<file path="src/rtl/uart_cmd_pkg.sv">
// Shared constants, parser state set and counter sizing for the UART command parser.
package uart_cmd_pkg;

    localparam logic [7:0] ASCII_SP   = 8'h20;
    localparam logic [7:0] ASCII_CR   = 8'h0D;
    localparam logic [7:0] ASCII_LF   = 8'h0A;
    localparam logic [7:0] ASCII_W    = 8'h57;
    localparam logic [7:0] ASCII_R    = 8'h52;
    localparam logic [7:0] ASCII_W_LC = 8'h77;
    localparam logic [7:0] ASCII_R_LC = 8'h72;

    typedef enum logic [2:0] {
        ST_IDLE    = 3'd0,
        ST_OPC     = 3'd1,
        ST_ADDR    = 3'd2,
        ST_ASEP    = 3'd3,
        ST_DATA    = 3'd4,
        ST_TERM    = 3'd5,
        ST_DISCARD = 3'd6
    } state_e;

    // Counter must hold the longest field length, not just length-1.
    function automatic int cnt_width(input int addr_digits, input int data_digits);
        int m;
        m = (addr_digits > data_digits) ? addr_digits : data_digits;
        return $clog2(m + 1);
    endfunction

endpackage

</file>
<file path="src/rtl/uart_hex_nibble.sv">
// ASCII to hex nibble decoder; lowercase a-f accepted when UART_CMD_LOWER_HEX_EN is defined.
module uart_hex_nibble (
    input  logic [7:0] ch,
    output logic       vld,
    output logic [3:0] nib
);

    always_comb begin
        vld = 1'b0;
        nib = 4'h0;
        if (ch >= 8'h30 && ch <= 8'h39) begin
            vld = 1'b1;
            nib = ch[3:0];
        end else if (ch >= 8'h41 && ch <= 8'h46) begin
            vld = 1'b1;
            nib = ch[3:0] + 4'd9;
        end
`ifdef UART_CMD_LOWER_HEX_EN
        else if (ch >= 8'h61 && ch <= 8'h66) begin
            vld = 1'b1;
            nib = ch[3:0] + 4'd9;
        end
`endif
    end

endmodule

</file>
<file path="src/rtl/uart_cmd_parser.sv">
// Assembles "W AA DDDD<CR>" / "R AA<CR>" hex lines into single-cycle register commands.
// Define UART_CMD_LOWER_HEX_EN to also accept lowercase opcodes and hex digits.
module uart_cmd_parser
    import uart_cmd_pkg::*;
#(
    parameter int ADDR_DIGITS = 2,
    parameter int DATA_DIGITS = 4,
    localparam int ADDR_W = 4 * ADDR_DIGITS,
    localparam int DATA_W = 4 * DATA_DIGITS
) (
    input  logic              CLK_100M,
    input  logic              SYS_RST,
    input  logic              UART_RX_DVLD,
    input  logic [7:0]        UART_RX_DATA,
    output logic              CMD_VLD,
    output logic              CMD_WR,
    output logic [ADDR_W-1:0] CMD_ADDR,
    output logic [DATA_W-1:0] CMD_DATA,
    output logic              CMD_ERR,
    output logic              CMD_BUSY
);

    localparam int CNT_W = cnt_width(ADDR_DIGITS, DATA_DIGITS);

    state_e              state_q, state_d;
    logic [CNT_W-1:0]    cnt_q, cnt_d;
    logic                op_wr_q, op_wr_d;
    logic [ADDR_W-1:0]   addr_q, addr_d;
    logic [DATA_W-1:0]   data_q, data_d;
    logic                vld_q, vld_d;
    logic                err_q, err_d;
    logic                wr_q, wr_d;
    logic [ADDR_W-1:0]   cmd_addr_q, cmd_addr_d;
    logic [DATA_W-1:0]   cmd_data_q, cmd_data_d;

    logic                nib_vld;
    logic [3:0]          nib;
    logic                is_sp, is_cr, is_term, is_wop, is_rop, bad;

    uart_hex_nibble u_hex (
        .ch  (UART_RX_DATA),
        .vld (nib_vld),
        .nib (nib)
    );

    always_comb begin
        is_sp   = (UART_RX_DATA == ASCII_SP);
        is_cr   = (UART_RX_DATA == ASCII_CR);
        is_term = is_cr || (UART_RX_DATA == ASCII_LF);
        is_wop  = (UART_RX_DATA == ASCII_W);
        is_rop  = (UART_RX_DATA == ASCII_R);
`ifdef UART_CMD_LOWER_HEX_EN
        is_wop  = is_wop || (UART_RX_DATA == ASCII_W_LC);
        is_rop  = is_rop || (UART_RX_DATA == ASCII_R_LC);
`endif
    end

    always_comb begin
        state_d    = state_q;
        cnt_d      = cnt_q;
        op_wr_d    = op_wr_q;
        addr_d     = addr_q;
        data_d     = data_q;
        vld_d      = 1'b0;
        err_d      = 1'b0;
        wr_d       = wr_q;
        cmd_addr_d = cmd_addr_q;
        cmd_data_d = cmd_data_q;
        bad        = 1'b0;

        if (UART_RX_DVLD) begin
            case (state_q)
                ST_IDLE: begin
                    if (is_wop || is_rop) begin
                        op_wr_d = is_wop;
                        state_d = ST_OPC;
                    end else if (!(is_sp || is_term)) begin
                        bad = 1'b1;
                    end
                end
                ST_OPC: begin
                    if (is_sp) begin
                        cnt_d   = '0;
                        addr_d  = '0;
                        state_d = ST_ADDR;
                    end else begin
                        bad = 1'b1;
                    end
                end
                ST_ADDR: begin
                    if (nib_vld) begin
                        addr_d = (addr_q << 4) | ADDR_W'(nib);
                        cnt_d  = cnt_q + CNT_W'(1);
                        if (cnt_q == CNT_W'(ADDR_DIGITS - 1))
                            state_d = op_wr_q ? ST_ASEP : ST_TERM;
                    end else begin
                        bad = 1'b1;
                    end
                end
                ST_ASEP: begin
                    if (is_sp) begin
                        cnt_d   = '0;
                        data_d  = '0;
                        state_d = ST_DATA;
                    end else begin
                        bad = 1'b1;
                    end
                end
                ST_DATA: begin
                    if (nib_vld) begin
                        data_d = (data_q << 4) | DATA_W'(nib);
                        cnt_d  = cnt_q + CNT_W'(1);
                        if (cnt_q == CNT_W'(DATA_DIGITS - 1))
                            state_d = ST_TERM;
                    end else begin
                        bad = 1'b1;
                    end
                end
                ST_TERM: begin
                    if (is_cr) begin
                        vld_d      = 1'b1;
                        wr_d       = op_wr_q;
                        cmd_addr_d = addr_q;
                        cmd_data_d = op_wr_q ? data_q : '0;
                        state_d    = ST_IDLE;
                    end else begin
                        bad = 1'b1;
                    end
                end
                ST_DISCARD: begin
                    if (is_term)
                        state_d = ST_IDLE;
                end
                default: state_d = ST_IDLE;
            endcase

            // A terminator that breaks the line also ends it, so no discard phase.
            if (bad) begin
                err_d   = 1'b1;
                state_d = is_term ? ST_IDLE : ST_DISCARD;
            end
        end
    end

    always_ff @(posedge CLK_100M or posedge SYS_RST) begin
        if (SYS_RST) begin
            state_q    <= ST_IDLE;
            cnt_q      <= '0;
            op_wr_q    <= 1'b0;
            addr_q     <= '0;
            data_q     <= '0;
            vld_q      <= 1'b0;
            err_q      <= 1'b0;
            wr_q       <= 1'b0;
            cmd_addr_q <= '0;
            cmd_data_q <= '0;
        end else begin
            state_q    <= state_d;
            cnt_q      <= cnt_d;
            op_wr_q    <= op_wr_d;
            addr_q     <= addr_d;
            data_q     <= data_d;
            vld_q      <= vld_d;
            err_q      <= err_d;
            wr_q       <= wr_d;
            cmd_addr_q <= cmd_addr_d;
            cmd_data_q <= cmd_data_d;
        end
    end

    assign CMD_VLD  = vld_q;
    assign CMD_ERR  = err_q;
    assign CMD_WR   = wr_q;
    assign CMD_ADDR = cmd_addr_q;
    assign CMD_DATA = cmd_data_q;
    assign CMD_BUSY = (state_q != ST_IDLE);

endmodule
</file>
<file path="config.mk">
export PLATFORM = sky130hd
export DESIGN_NAME = uart_cmd_parser
export DESIGN_NICKNAME = d
export VERILOG_FILES = /design/src/rtl/uart_cmd_pkg.sv /design/src/rtl/uart_hex_nibble.sv /design/src/rtl/uart_cmd_parser.sv
export SDC_FILE = /design/constraint.sdc
export NUM_CORES = 1
export LEC_CHECK = 0
export ABC_CLOCK_PERIOD_IN_PS = 2700
export CAP_MARGIN = 10
export CELL_PAD_IN_SITES_DETAIL_PLACEMENT = 0
export CELL_PAD_IN_SITES_GLOBAL_PLACEMENT = 1
export CORE_ASPECT_RATIO = 1.25
export CORE_MARGIN = 10
export CORE_UTILIZATION = 43
export DETAILED_ROUTE_END_ITERATION = 10
export PLACE_DENSITY_LB_ADDON = 0.08
export SETUP_SLACK_MARGIN = 0.4
export SLEW_MARGIN = 20
export SYNTH_ARGS = -nofsm -noshare
export SYNTH_HDL_FRONTEND = slang
export SYNTH_SLANG_ARGS = --single-unit
</file>
<file path="constraint.sdc">
create_clock -name CLK_100M -period 2.7 [get_ports CLK_100M]
set_input_delay 0.81 -clock CLK_100M [delete_from_list [all_inputs] [get_ports CLK_100M]]
set_output_delay 0.81 -clock CLK_100M [all_outputs]
set_load 0.01 [all_outputs]
</file>
### Word level (Yosys, flattened, before mapping)

Cells that the tools add are included.

| word-level totals | value |
|---|---|
| register bits after elaboration | 58 |
| input port bits | 11 |
| output and inout port bits | 28 |
| word-level logic and storage cells | 103 |

| operators by class | value |
|---|---|
| add/sub/neg operators | 2 |
| magnitude comparators | 4 |
| equality and inequality tests | 28 |
| muxes and demuxes | 39 |
| bitwise operators | 2 |
| reduce and logical (&&, ||, !) cells | 18 |

Operators by type and width:

| cell | count |
|---|---|
| 16-bit two-way mux | 3 |
| 3-bit two-way mux | 14 |
| 16-bit one-hot mux with 2 select lines | 1 |
| 3-bit != test (second input constant) | 9 |
| 3-bit one-hot mux with 7 select lines | 1 |
| 8-bit by 4-bit == test with 1-bit output (second input constant) | 2 |
| 8-bit by 7-bit == test with 1-bit output (second input constant) | 2 |
| 8-bit two-way mux | 2 |
| 16-bit by 4-bit OR with 16-bit output | 1 |
| 8-bit one-hot mux with 2 select lines | 1 |
| 1-bit two-way mux | 13 |
| 4-bit AND reduction | 3 |
| 10-bit AND reduction | 1 |
| 3-bit by 2-bit == test with 1-bit output (second input constant) | 3 |
| 3-bit == test (second input constant) | 3 |
| 8-bit by 6-bit == test with 1-bit output (second input constant) | 1 |
| 8-bit by 6-bit greater-or-equal comparator with 1-bit output (second input constant) | 1 |
| 8-bit by 7-bit greater-or-equal comparator with 1-bit output (second input constant) | 1 |
| 8-bit by 6-bit less-or-equal comparator with 1-bit output (second input constant) | 1 |
| 8-bit by 7-bit less-or-equal comparator with 1-bit output (second input constant) | 1 |
| 4-bit two-way mux | 2 |
| 2-bit != test (second input constant) | 4 |
| 8-bit by 4-bit OR with 8-bit output | 1 |
| 3-bit by 1-bit == test with 1-bit output (second input constant) | 2 |
| 12 further kinds | 20 |

### Longest topological paths before layout

| depth | value |
|---|---|
| word-level depth | 9 |
| depth in mapped cells | 9 |
| mapped depth without buffers | 8 |

### Hierarchy

A second synthesis with hierarchy kept.

| second synthesis, totals | value |
|---|---|
| cells, all modules | 288 |
| area, all modules | 2797.7 sq um |

Modules (own cells, without submodules):

| module | instances | cells an instance | area each (sq um) | seq. area each (sq um) |
|---|---|---|---|---|
| uart_cmd_parser | 1 | 264 | 2626.3 | 1451.4 |
| uart_hex_nibble | 1 | 24 | 171.4 | 0.0 |

### Worst setup path before layout

Ideal clock, no wire load.

| timing | value |
|---|---|
| kind | input-to-reg |
| from | in UART_RX_DATA[1] |
| to | reg cnt_q[0] |
| library setup time | 0.127 ns |
| data arrival time | 2.549 ns |
| data required time | 2.573 ns |
| slack | 0.023 ns |
| stages | 9 |
| buffers on the path | 2 |
| cells stage by stage | inv_1 > ha_1 > o21bai_1 > a2111oi_0 > buf_2 > o211a_1 > buf_4 > a311o_2 > mux2_1 |

| on the way | value |
|---|---|
| cells in the longest elaborated chain, start to end | 6 |
| elaborated cells on any way between the ends | 12 |
| those cells by class | order compare: 4; eq/ne: 3; mux: 2; reduce/logical: 3 |

RTL lines:

| element | line | source |
|---|---|---|
| from (decl) | uart_cmd_parser.sv:14 | `input logic [7:0] UART_RX_DATA,` |
| 8-bit by 7-bit greater-or-equal comparator with 1-bit output or 8-bit by 7-bit less-or-equal comparator with 1-bit output (tied branches) | uart_hex_nibble.sv:14 | `end else if (ch >= 8'h41 && ch <= 8'h46) begin` |
| 1-bit logical AND | uart_hex_nibble.sv:14 |  |
| 1-bit two-way mux | uart_hex_nibble.sv:14 |  |
| 1-bit two-way mux | uart_hex_nibble.sv:11 | `if (ch >= 8'h30 && ch <= 8'h39) begin` |
| 2-bit by 1-bit != test with 1-bit output (no line) | - |  |
| 4-bit AND reduction (no line) (*) | - |  |
| to (signal assigned) | uart_cmd_parser.sv:159 | `cnt_q <= cnt_d;` |
| to (decl) | uart_cmd_parser.sv:26 | `logic [CNT_W-1:0] cnt_q, cnt_d;` |

Mark *: on every way between the ends. The rest lies on a longest branch, timed or not.
A chain may end at the register's enable or synchronous reset.

### Worst setup path after layout

| timing | value |
|---|---|
| from | in UART_RX_DATA[5] |
| to | reg cnt_q[2] |

The elaborated chain is that of the path after synthesis.

==> flow_summary.ini <==
[outcome]
status = complete, no violations

[die]
ios = 39
die-area_sq_um = 10260
initial_core_util_pct = 43.74
fp.dieW_um = 92.63
coreArea_sq_um = 6482
die_y_um = 110.8
row_count = 33

[routing]
route.antenna.remaining_nets = 0
drtIter0Drc = 81
routedWlPerCell_um = 15.30
wl_um = 6655
drtPass1Iterations = 4
drc = 0
vias_per_cell = 5.207
vias = 2265

[global_route]
grt_pass1_wl_um = 11500
antenna_found_initial = 0
grt_usage_pct = 13.64
use_met2_pct = 22.55
met1_usage_pct = 16.52
top_usage_layer = met2
grt_pass1_vias = 2332
grt_max_degree = 43
grt_util_met3_pct = 4.404
grt_overflow = 0

[clock_tree]
clk_pin_slew_ns = 0.06
cts-root-buf = clkbuf_8
clk_path_buf_depth = 2
clkLatencyLatePin_ns = 0.32
htree_levels = 3
cts_buffers = 9
cts_tree = done
cts_num_sinks = 58

[critical_path]
crit_path_max_incr_delay_ns = 0.54
r2r_start = state_q[2]$_DFFE_PP0P_
cp_max_fo = 7
cp.arrival_ns = 2.62
crit_path_top_delay_cell = or4b_4
worstRegToRegCells = 7
cp-end-kind = flop
crit_type = in -> reg
start_kind = input port
r2r_setup_slack_ns = 0.63
worstPathCellList = buf_8, or4b_4, nor4_4, buf_6, o2111a_1, a311o_2, mux2_4
r2r-end = state_q[1]$_DFFE_PP0P_
cp_data_required_time_ns = 2.91

[yosys]
synth_enable_flop_cells = 0
synth_area_sq_um = 2835
syn-num-nets = 280
async_reset_ff_share_pct = 100.0
synth-seq-area-share_pct = 51.19
synth_flop_cell = dfrtp_1
ys_seq_elements = 58
syn_avg_cell_area_sq_um = 10.82
synth_warnings = 0
synth_cell_type_count = 54
syn-instance-count = 262

[timing]
finalMaxSlewViolations = 0
hold_viol_final = 0
min_period_ns = 2.416
finalClockSkew_ns = 0.005841
setup_tns_ns = 0
rsz0062_at_grt = yes
max_freq_mhz = 413.9
maxSlewHeadroom_pct = 56.81
finalSetupViolCount = 0
post-route-period-util_pct = 89.48
tightest_slew_ns = 0.6479

[hold_path]
worstHoldStart = CMD_DATA[10]$_DFFE_PP0P_
holdCritPathClass = reg -> reg
min_delay_path_depth = 2
holdPathEnd = CMD_DATA[10]$_DFFE_PP0P_

[power_and_ir_drop]
p_sw_share_pct = 28.67
combPwrFrac_pct = 30.1
p_int_mw = 1.752
power_density_nw_per_um2 = 606.5
peakVddDrop_mv = 0.5019
power_leakage_nw = 1.827
pwr-share-clk_pct = 31.6
p_seq_share_pct = 38.3
power.switching_mw = 0.7039

[placed_design]
gp_congestion = 0.7760
io_buffers = 38
dp_hpwl_um = 4716

[layout]
layout-drive-gt1-share_pct = 33.62
syn2layout_area_growth_pct = 42.81
n_antenna_cell = 0
final_common_cell = dfrtp_1
multi_input_area_sq_um = 1420
num-fill-cells = 575
layout_common_cells = 58 x dfrtp_1, 43 x buf_4, 38 x nand2_1, 29 x clkdlybuf4s50_1, 22 x a22o_1
fin_util_pct = 62.46
seq_area_sq_um = 1451
fin_nets = 363

[run]
maxCapViolCount = 0
==> worst max path at each step <==
stage | endpoint | slack (ns) | depth (start not counted) | from
2_1_floorplan | cnt_q[0]$_DFFE_PP0P_ | 0.05 | 7 | UART_RX_DATA[7]
3_3_place_gp | data_q[13]$_DFFE_PP0P_ | -0.47 | 7 | UART_RX_DATA[0]
3_5_place_dp | data_q[7]$_DFFE_PP0P_ | -0.52 | 7 | UART_RX_DATA[0]
4_1_cts | cnt_q[2]$_DFFE_PP0P_ | 0.29 | 8 | UART_RX_DATA[2]
5_1_grt | cnt_q[2]$_DFFE_PP0P_ | 0.26 | 7 | UART_RX_DATA[5]
6_report | cnt_q[2]$_DFFE_PP0P_ | 0.28 | 7 | UART_RX_DATA[5]
==> routing by layer <==
metal / vias up / wire length (um) / share of wire, %
met5: - / 0 / 0
met4: 0 / 57 / 0.86
met3: 4 / 339 / 5.1
met2: 47 / 3358 / 50
met1: 1094 / 2900 / 44
li1: 1120 / - / -
==> power groups by stage <==
stage	clock [mW]	sequential, mW	combinational, mW
5_1_grt	0.841	0.944	0.807
2_1_floorplan	0	0.944	0.383
3_5_place_dp	0	0.947	0.607
6_report	0.775	0.941	0.740
4_1_cts	0.797	0.941	0.715
3_3_place_gp	0	0.946	0.606
==> timing repair <==
item | 4_1_cts | 5_1_grt
gates resized for setup | 70 | 8
endpoints found under the setup margin | 57 | 30
hold buffers | 0 | 0
setup buffers | 5 | 6
pin swaps | 17 | 10
cloned | 2 | 0
==> cells by family after synthesis <==
kind of cell / count (synthesis) / share of synthesized area (%)
AO/OA/AOI/OAI: 77 / 20.92
adder cells (fa/ha/maj): 7 / 3.089
buffers and inverters: 32 / 5.296
flip-flops: 58 / 51.19
multiplexers: 16 / 6.267
AND/OR/NAND/NOR: 72 / 13.24
==> synth_stat cells, types with 2 or more instances <==
| cell | instances | area share [%] |
|---|---|---|
| dfrtp_1 | 58 | 51 |
| nand2_1 | 39 | 5.2 |
| a22o_1 | 22 | 6.8 |
| o21ai_0 | 17 | 3.0 |
| inv_1 | 15 | 2.0 |
| mux2_2 | 11 | 4.4 |
| clkbuf_1 | 10 | 1.3 |
| ha_1 | 7 | 3.1 |
| nor2_1 | 6 | 0.79 |
| nand2b_1 | 5 | 1.1 |
| a21oi_1 | 4 | 0.71 |
| nor2b_1 | 4 | 0.88 |
| nor3_1 | 4 | 0.71 |
| a211oi_1 | 3 | 0.79 |
| a21o_1 | 3 | 0.79 |
| buf_2 | 3 | 0.53 |
| buf_6 | 3 | 1.2 |
| mux2_1 | 3 | 1.2 |
| o21bai_1 | 3 | 0.79 |
| mux2i_1 | 2 | 0.71 |
| nor4_1 | 2 | 0.44 |
| o21a_1 | 2 | 0.53 |
| o2bb2ai_1 | 2 | 0.62 |
| o311ai_0 | 2 | 0.62 |
| o31a_1 | 2 | 0.62 |
| o31ai_1 | 2 | 0.53 |
==> registers in the layout, indices dropped and copies added, names as in the netlist <==
name,count
CMD_VLD,1
op_wr_q,1
data_q,16
CMD_ERR,1
cnt_q,3
CMD_ADDR,8
CMD_WR,1
state_q,3
CMD_DATA,16
addr_q,8
==> worst max-delay path: cells and delay by family <==
kind | cells | cell delay (ns)
AOI/OAI and AO/OA | 2 | 0.42
and+or+nand+nor | 2 | 0.82
buffers and inverters | 2 | 0.26
muxes | 1 | 0.31
==> per-stage QoR <==
step | hold slack, ns | cells | total power, mW | worst slack, ns | instance area (sq um)
floorplan | 0.4620 | 262 | 1.327 | 0.04759 | 2848
global placement | 0.4612 | 408 | 1.552 | -0.4681 | 3553
detailed placement | 0.4690 | 408 | 1.554 | -0.5153 | 3553
CTS | 0.4826 | 429 | 2.453 | 0.2875 | 3973
global route | 0.5046 | 435 | 2.592 | 0.2558 | 4049
finish | 0.4750 | 435 | 2.456 | 0.2840 | 4049
==> final cells by class <==
class	instances	share of cell area [%]
Clock buffer	11	3.739
Clock inverter	3	0.9889
Inverter	15	1.576
Multi-Input combinational cell	173	35.07
Sequential cell	58	35.85
Tap cell	87	2.688
Timing Repair Buffer	88	20.09
Power figures use the tool's default switching activity.
